[config.mk]
export PLATFORM = sky130hd
export DESIGN_NAME = aes_input_loader
export DESIGN_NICKNAME = d
export VERILOG_FILES = /design/src/rtl/aes_input_loader.sv
export SDC_FILE = /design/constraint.sdc
export NUM_CORES = 1
export LEC_CHECK = 0
export CORE_MARGIN = 4
export CORE_UTILIZATION = 55
export DETAILED_ROUTE_END_ITERATION = 6
export DONT_BUFFER_PORTS = 1
export PLACE_DENSITY = 0.7
export RECOVER_POWER = 50
export SYNTH_ARGS = -nofsm -noshare
export SYNTH_HDL_FRONTEND = slang
export SYNTH_SLANG_ARGS = --single-unit
export TNS_END_PERCENT = 5
[constraint.sdc]
create_clock -name clk -period 9.35 [get_ports clk]
set_input_delay 0.935 -clock clk [delete_from_list [all_inputs] [get_ports clk]]
set_output_delay 0.935 -clock clk [all_outputs]
set_load 0.005 [all_outputs]
[src/rtl/aes_input_loader.sv]
// aes_input_loader: streams plaintext and key in over a DIN_W-wide beat bus,
// then launches the AES engine with a start/done handshake.
//
// state    | meaning
// ---------+-----------------------------------------------------------
// IDLE     | accepting commands, no load in progress
// LOADP    | shifting SP beats into the plaintext register
// LOADK    | shifting SK beats into the key register
// BUSY_ACK | start issued, waiting for the engine to drop transformer_done
// BUSY_RUN | engine running, waiting for transformer_done to return high
module aes_input_loader #(
    parameter int DIN_W    = 8,
    parameter int KEY_W    = 128,
    parameter int KEEP_KEY = 1
) (
    input  logic             clk,
    input  logic             rst_,
    input  logic [DIN_W-1:0] din,
    input  logic [1:0]       cmd,
    input  logic             transformer_done,
    output logic             ready,
    output logic             engine_start,
    output logic [127:0]     plain_out,
    output logic [KEY_W-1:0] key_out,
    output logic             plain_valid,
    output logic             key_valid,
    output logic             done_pulse,
    output logic [1:0]       err
);

    localparam int PB  = 128 / DIN_W;
    localparam int KB  = KEY_W / DIN_W;
    localparam int PCW = $clog2(PB + 1);
    localparam int KCW = $clog2(KB + 1);
    localparam logic [PCW-1:0] PB_C = PCW'(PB);
    localparam logic [KCW-1:0] KB_C = KCW'(KB);

    localparam logic [1:0] CMD_ID = 2'b00;
    localparam logic [1:0] CMD_SP = 2'b01;
    localparam logic [1:0] CMD_SK = 2'b10;
    localparam logic [1:0] CMD_ST = 2'b11;

    typedef enum logic [2:0] {
        IDLE     = 3'd0,
        LOADP    = 3'd1,
        LOADK    = 3'd2,
        BUSY_ACK = 3'd3,
        BUSY_RUN = 3'd4
    } state_t;

    state_t             state_q, state_d;
    logic [127:0]       plain_q, plain_d;
    logic [KEY_W-1:0]   key_q, key_d;
    logic [PCW-1:0]     pcnt_q, pcnt_d;
    logic [KCW-1:0]     kcnt_q, kcnt_d;
    logic               pv_q, pv_d;
    logic               kv_q, kv_d;
    logic [1:0]         err_q, err_d;
    logic               start_q, start_d;
    logic               done_q, done_d;
    logic               ready_q, ready_d;

    // Register all state and outputs; reset returns everything to zero/IDLE.
    always_ff @(posedge clk or posedge rst_) begin
        if (rst_) begin
            state_q <= IDLE;
            plain_q <= '0;
            key_q   <= '0;
            pcnt_q  <= '0;
            kcnt_q  <= '0;
            pv_q    <= 1'b0;
            kv_q    <= 1'b0;
            err_q   <= 2'b00;
            start_q <= 1'b0;
            done_q  <= 1'b0;
            ready_q <= 1'b0;
        end else begin
            state_q <= state_d;
            plain_q <= plain_d;
            key_q   <= key_d;
            pcnt_q  <= pcnt_d;
            kcnt_q  <= kcnt_d;
            pv_q    <= pv_d;
            kv_q    <= kv_d;
            err_q   <= err_d;
            start_q <= start_d;
            done_q  <= done_d;
            ready_q <= ready_d;
        end
    end

    // Next-state, beat assembly and handshake decode.
    always_comb begin
        state_d = state_q;
        plain_d = plain_q;
        key_d   = key_q;
        pcnt_d  = pcnt_q;
        kcnt_d  = kcnt_q;
        pv_d    = pv_q;
        kv_d    = kv_q;
        err_d   = err_q;
        start_d = 1'b0;
        done_d  = 1'b0;
        unique case (state_q)
            IDLE, LOADP, LOADK: begin
                unique case (cmd)
                    CMD_ID: state_d = IDLE;
                    CMD_SP: begin
                        state_d = LOADP;
                        // A fresh load restarts the count; this edge's beat is beat one.
                        if (state_q != LOADP) begin
                            pcnt_d = '0;
                            pv_d   = 1'b0;
                        end
                        if (pcnt_d < PB_C) begin
                            plain_d = {plain_q[127-DIN_W:0], din};
                            pcnt_d  = pcnt_d + PCW'(1);
                            if (pcnt_d == PB_C) pv_d = 1'b1;
                        end else begin
                            err_d[1] = 1'b1;
                        end
                    end
                    CMD_SK: begin
                        state_d = LOADK;
                        if (state_q != LOADK) begin
                            kcnt_d = '0;
                            kv_d   = 1'b0;
                        end
                        if (kcnt_d < KB_C) begin
                            key_d  = {key_q[KEY_W-1-DIN_W:0], din};
                            kcnt_d = kcnt_d + KCW'(1);
                            if (kcnt_d == KB_C) kv_d = 1'b1;
                        end else begin
                            err_d[1] = 1'b1;
                        end
                    end
                    CMD_ST: begin
                        if (pv_q && kv_q && transformer_done) begin
                            start_d = 1'b1;
                            state_d = BUSY_ACK;
                        end else begin
                            err_d[0] = 1'b1;
                            state_d  = IDLE;
                        end
                    end
                endcase
            end
            BUSY_ACK: begin
                if (!transformer_done) state_d = BUSY_RUN;
            end
            BUSY_RUN: begin
                if (transformer_done) begin
                    done_d  = 1'b1;
                    pv_d    = 1'b0;
                    pcnt_d  = '0;
                    if (KEEP_KEY == 0) begin
                        kv_d   = 1'b0;
                        kcnt_d = '0;
                    end
                    state_d = IDLE;
                end
            end
            default: state_d = IDLE;
        endcase
        ready_d = (state_d == IDLE) || (state_d == LOADP) || (state_d == LOADK);
    end

    assign ready        = ready_q;
    assign engine_start = start_q;
    assign plain_out    = plain_q;
    assign key_out      = key_q;
    assign plain_valid  = pv_q;
    assign key_valid    = kv_q;
    assign done_pulse   = done_q;
    assign err          = err_q;

endmodule
==> summary.md, run 1 <==
| Metric | Value |
|---|---|
| GPL Wtd Cong | `0.749` |
| Met3 Usage GRT | `about 8.9%` |
| Unique masters post-synth | `between 40 and 50` |
| Die width | `between 100 and 150 um` |
| Syn Area/Cell | `16.2 um^2` |
| Status | `finished with violations` |
| Clock buffer depth | `3` |
| First-pass GRT wire length | `32.4 mm` |
| DR pass1 iterations | `6` |
| Slowest stage cell, crit path | `clkinvlp_2` |
| Internal power | `2.63 mW` |
| Met2 usage | `a little under a third` |
| Post-CTS Setup Bufs | `0` |
| Met1 layer usage reported by global route | `a little over a fifth` |
| Fin. Hold Viols | `0` |
| Skew final | `12.9 ps` |
| H-tree levels | `1` |
| # hold bufs at CTS | `0` |
| Area of placed instances | `~11000 um^2` |
| DRC | `0` |
| Num CTS Buffers | `28` |
| Final setup fails | `0` |
| Min Tclk post-route | `about 4600 ps` |
| Vias in the first global route | `around 5.5k` |
| Leakage | `5.41 nW` |
| Ports | `276` |
| Top cell type's share of synthesized area | `65.1%` |
| Die Span Y | `approximately 150 um` |
| Min-delay src | `transformer_done` |
| Post-DR vias/cell | `5.69` |
| CP Capture Type | `async pin` |
| Violated checks | `max-capacitance violations, max-slew violations` |
| Switching share of power | `between 20% and 30%` |
| R2R Path Start | `state_q[2]` |
| End of the worst hold path | `state_q[2]` |
| Crit-path max FO | `128` |
| GR Util All Layers | `18.4%` |
| CP max stage delay | `2930 ps` |
| Most Crowded Layer GR | `met2` |
| Layout cells sized above 1 | `~36%` |
| Clk sink count | `276` |
| Logic pwr share | `about an eighth` |
| Clk network pwr share | `28.7%` |
| Synthesized flop and latch total | `276` |
| Hold path depth | `1` |
| Buf/Inv on CP | `2` |
| Setup TNS | `0 ps` |
| P_sw | `roughly 1.1 mW` |
| Crit Path Category | `primary input to async pin` |
| Worst endpoint required time | `just under 10000 ps` |
| CP Launch Type | `primary input` |
| Initial antenna violation count | `0` |
| Synth area leaders | `dfrtp_1 (65%), mux2_2 (20%), mux2_1 (7.4%)` |
| Post-CTS resize count | `0` |
| R2R Setup Slk | `between 5000 and 6000 ps` |
| Crit path max-delay family | `buffers and inverters` |
| Area growth, synth to finish | `9.81%` |
| Synth async-reset ratio | `100%` |
| HP Class | `primary input to flop` |
| Max_slew headroom | `-256%` |
| Syn nets | `671` |
| Max-slew violations | `129` |
| Total routed wirelength | `20.5 mm` |
| Worst-path clk slew | `about 60 ps` |
| Yosys warnings | `0` |
| Worst Max-Slew Pin Slew | `between 5000 and 6000 ps` |
| Fmax | `219 MHz` |
| Sequential power share | `57.9%` |
| Dpl hpwl | `14.2 mm` |
| Reg-to-reg endpoint | `key_out[77]` |
| Pwr per Cell Area | `322 nW/um^2` |
| CP arrival | `5060 ps` |
| R2r worst-path depth | `4` |
| Initial DRC count | `209` |
| Period utilization | `48.7%` |
| Max-cap viol count | `1` |
| CTS root buffer | `clkbuf_16` |
| Top FF cell, synth | `dfrtp_1` |
| Post-synth design cell area | `roughly 11000 um^2` |
| DRT antenna net count | `0` |
| Initial core utilization | `56.4%` |
| Count of input and output buffers | `0` |
| Fin nets | `671` |
| DR WL/cell | `about 22 um` |
| FP Rows | `50` |
| N_diodes | `0` |
| Total gr overflow | `0` |
| Die ar. | `21600 um^2` |
| IR Drop Worst-Case VDD | `between 0.15 and 0.2 mV` |
| Sequential area share after synthesis | `65.1%` |
| Clock Latency Late Sink | `530 ps` |
| CTS tree | `done` |
| Syn Inst Count | `655` |
| Core area | `roughly 19000 um^2` |
| Vias after detailed routing | `5322` |
| RSZ-0062 raised after global routing | `false` |
| CP cell instances | `clkinvlp_2, buf_4` |
| Leading area contributor after synthesis | `dfrtp_1` |
| Largest net degree at the start of global routing | `129` |
| Post-synth EDFFs | `0` |
| Cell area after layout | `11700 um^2` |
==> Yosys cell counts, drive strengths merged, types with 2 or more instances <==
| cell type | n |
|---|---|
| o2bb2ai | 3 |
| mux2 | 257 |
| inv | 5 |
| or3b | 2 |
| o31ai | 2 |
| nand3 | 6 |
| nand3b | 3 |
| ha | 3 |
| o21ai | 5 |
| clkbuf | 4 |
| a31oi | 3 |
| and3 | 2 |
| nor3b | 4 |
| a21oi | 8 |
| nor2 | 5 |
| a41oi | 2 |
| nand4 | 2 |
| and2 | 4 |
| nand2 | 10 |
| dfrtp | 276 |
| o221ai | 2 |
| o211ai | 2 |
| buf | 30 |
==> routing by layer <==
metal / up-vias / part of all wire (%)
met5: - / 0
met2: 219 / 50
met4: 0 / 2.5
met1: 2715 / 36
li1: 2355 / -
met3: 33 / 11
==> cells in the final DEF (no fill, tap or decap), drive strengths merged, types with 2 or more instances in the layout <==
cell | synthesis | layout
nand3b | 3 | 3
clkbuf | 4 | 42
o2bb2ai | 3 | 3
o211ai | 2 | 2
a21oi | 8 | 8
clkinvlp | 0 | 3
nand4 | 2 | 2
nand2 | 10 | 10
mux2 | 257 | 257
o21ai | 5 | 5
or3b | 2 | 2
nor2 | 5 | 5
a41oi | 2 | 2
nor3b | 4 | 4
nand3 | 6 | 6
dfrtp | 276 | 276
a31oi | 3 | 3
ha | 3 | 3
clkinv | 0 | 5
o221ai | 2 | 2
inv | 5 | 4
o31ai | 2 | 2
and2 | 4 | 4
and3 | 2 | 2
buf | 30 | 4
==> cell families (layout without fill, tap and decap cells) <==
| logic type | Yosys count | count (layout) | share of synthesized area, % |
|---|---|---|---|
| compound gates | 34 | 34 | 2.21 |
| xor+xnor | 1 | 1 | 0.0826 |
| fa+ha+maj | 3 | 3 | 0.354 |
| buf+inv | 39 | 59 | 2.19 |
| flops | 276 | 276 | 65.1 |
| mux | 257 | 257 | 27.3 |
| simple gates | 45 | 45 | 2.81 |
==> sequential cells by signal, indices dropped and copies added, names as in the netlist <==
name          flops
key_out         128
plain_out       128
kcnt_q            5
pcnt_q            5
state_q           3
err               2
done_pulse        1
engine_start      1
key_valid         1
plain_valid       1
ready             1
==> worst max-delay path by stage <==
| stage | from | end | cells after the start |
|---|---|---|---|
| after floorplan | rst_ | done_pulse | 1 |
| after global placement | cmd[0] | plain_out[7] | 4 |
| after detailed placement | cmd[0] | plain_out[85] | 4 |
| after CTS | state_q[2] | plain_out[85] | 4 |
| after global routing | rst_ | key_out[104] | 2 |
| final | rst_ | key_out[67] | 2 |
==> power groups by stage <==
stage	Clock, mW	Sequential, mW	Combinational [mW]
2_1_floorplan	0	1.98	0.458
3_3_place_gp	0	2.18	0.471
3_5_place_dp	0	2.21	0.506
4_1_cts	1.11	2.19	0.511
5_1_grt	1.17	2.24	0.558
6_report	1.08	2.17	0.499
==> cell type report <==
type,count,area (um^2)
clock buffer,42,845
clock inverter,8,70.1
fill,1398,7180
inverter,5,20.0
multi-input combinational,340,3460
sequential,276,6910
tap,260,325
timing repair buffer,4,30.0
==> per-stage QoR <==
stage	util [%]	setup WS, ps	std cells	power (mW)	hold WS, ps
6_report	61.9	4790	935	3.75	491
5_1_grt	61.9	3840	935	3.97	470
4_1_cts	62.1	6510	935	3.81	455
3_5_place_dp	57.2	6180	885	2.72	491
3_3_place_gp	57.2	6280	885	2.65	469
2_1_floorplan	-	806	655	2.44	455
Note: power is estimated with default switching activity, not from simulation.
==> run 2: changes to the inputs <==
- PLACE_DENSITY: 0.7 -> 0.73
- clock period: 9.35 -> 4 ns (I/O delays scaled with it)
==> summary.md, run 2 (synthesis results as in run 1) <==
| Metric | Value |
|---|---|
| GPL Wtd Cong | `0.748` |
| DR pass1 iterations | `4` |
| Crit-path max FO | `42` |
| Die Span Y | `147 um` |
| Ports | `276` |
| CTS tree | `done` |
| Total routed wirelength | `20.9 mm` |
| Slowest stage cell, crit path | `clkbuf_1` |
| Period utilization | `~66%` |
| CP Capture Type | `async pin` |
| Logic pwr share | `a little over an eighth` |
| Min Tclk post-route | `2630 ps` |
| Clk sink count | `276` |
| Clk network pwr share | `29.9%` |
| Core area | `approximately 19000 um^2` |
| Initial antenna violation count | `0` |
| DRC | `0` |
| Crit path max-delay family | `buffers and inverters` |
| CP Launch Type | `primary input` |
| DR WL/cell | `22.1 um` |
| Initial core utilization | `56.4%` |
| Clock buffer depth | `3` |
| Buf/Inv on CP | `3` |
| Fin. Hold Viols | `0` |
| Initial DRC count | `323` |
| Leakage | `between 5 and 6 nW` |
| DRT antenna net count | `0` |
| Fin nets | `681` |
| Skew final | `between 7 and 8 ps` |
| Final setup fails | `0` |
| HP Class | `primary input to flop` |
| N_diodes | `0` |
| Fill cell count | `between 1k and 1.5k` |
| Post-DR vias/cell | `about 5.7` |
| Worst-path clk slew | `60 ps` |
| Violated checks | `max-capacitance violations, max-slew violations` |
| Sequential power share | `~57%` |
| Clock Latency Late Sink | `530 ps` |
| Commonest non-fill, non-tap cell in the layout | `dfrtp_1` |
| Worst Max-Slew Pin Slew | `2140 ps` |
| Die width | `147 um` |
| Die ar. | `approximately 22000 um^2` |
| Internal power | `around 6.3 mW` |
| CP cell instances | `dlygate4sd3_1, clkinvlp_2, clkbuf_1` |
| Area of placed instances | `10800 um^2` |
| Switching share of power | `29.5%` |
| Max-cap viol count | `1` |
| Crit Path Category | `primary input to async pin` |
| Fmax | `~380 MHz` |
| Commonest cells after routing, fill and taps aside | `dfrtp_1 (276), mux2_2 (187), mux2_1 (70)` |
| CP arrival | `2830 ps` |
| FP Rows | `50` |
| IR Drop Worst-Case VDD | `0.421 mV` |
| Vias after detailed routing | `around 5.4k` |
| Status | `finished with violations` |
| Hold slack final | `26.0 ps` |
| CTS root buffer | `clkbuf_16` |
| Num CTS Buffers | `28` |
| First-pass GRT wire length | `33.9 mm` |
| RSZ-0062 raised after global routing | `false` |
| CP max stage delay | `1570 ps` |
| Cell area after layout | `about 12000 um^2` |
| Area growth, synth to finish | `11.7%` |
| Count of input and output buffers | `0` |
| Layout cells sized above 1 | `around 36%` |
| Total gr overflow | `0` |
| Largest net degree at the start of global routing | `about 120` |
| Max-slew violations | `between 40 and 50` |
| Worst endpoint required time | `4200 ps` |
| Pwr per Cell Area | `752 nW/um^2` |
| H-tree levels | `1` |
| P_sw | `approximately 2.6 mW` |
| Vias in the first global route | `just under 6k` |
| Dpl hpwl | `14.6 mm` |
| Max_slew headroom | `-42.6%` |
| GR Util All Layers | `19.2%` |
run 2: cell type report:
cell class / instances / area [um^2] / area share, %
clock buffer: 44 / 892 / 7.52
clock inverter: 7 / 85.1 / 0.718
inverter: 5 / 20.0 / 0.169
multi-input combinational: 340 / 3480 / 29.4
sequential: 276 / 6910 / 58.2
tap: 260 / 325 / 2.74
timing repair buffer: 14 / 144 / 1.21
run 2: timing repair:
item	in CTS	in global routing
gates resized for setup	0	0
buffers inserted	0	0
hold buffers	7	0
endpoints found under the hold margin	13	0
run 2: power groups by stage:
stage	Combinational [mW]	Sequential (mW)	Clock (mW)
after floorplan	1.07	4.63	0
after global placement	1.11	5.09	0
after detailed placement	1.19	5.16	0
after CTS	1.21	5.12	2.73
after global routing	1.33	5.24	2.87
final	1.18	5.07	2.66
run 2: final timing paths:
path	from	to	slack (ps)	cells after the start
setup / recovery	rst_	plain_out[85]	1370	3
hold / removal	din[5]	plain_out[5]	30	1
setup reg to reg	state_q[2]	plain_out[6]	1470	4
hold reg to reg	kcnt_q[0]	kcnt_q[0]	510	1
max in group clk	state_q[2]	plain_out[6]	1470	4
min in group asynchronous	rst_	key_out[123]	320	2
run 2: metal layers:
| layer | wire length [um] | GRT usage, % | vias up |
|---|---|---|---|
| li1 | - | - | 2384 |
| met3 | 2250 | 8.30 | 43 |
| met1 | 7680 | 22.6 | 2776 |
| met2 | 10400 | 32.1 | 220 |
| met4 | 601 | 5.64 | 0 |
| met5 | 0 | 0 | - |
run 2: stage by stage:
step           setup WS [ps]  total power, mW  cells  setup TNS [ps]  util, %
6_report                1370             8.91    946               0     63.0
5_1_grt                  862             9.44    946               0     63.0
4_1_cts                 1490             9.06    946               0     63.0
3_5_place_dp            1490             6.35    888               0     57.4
3_3_place_gp            1660             6.19    888               0     57.4
2_1_floorplan          -51.4             5.70    655          -14180        -
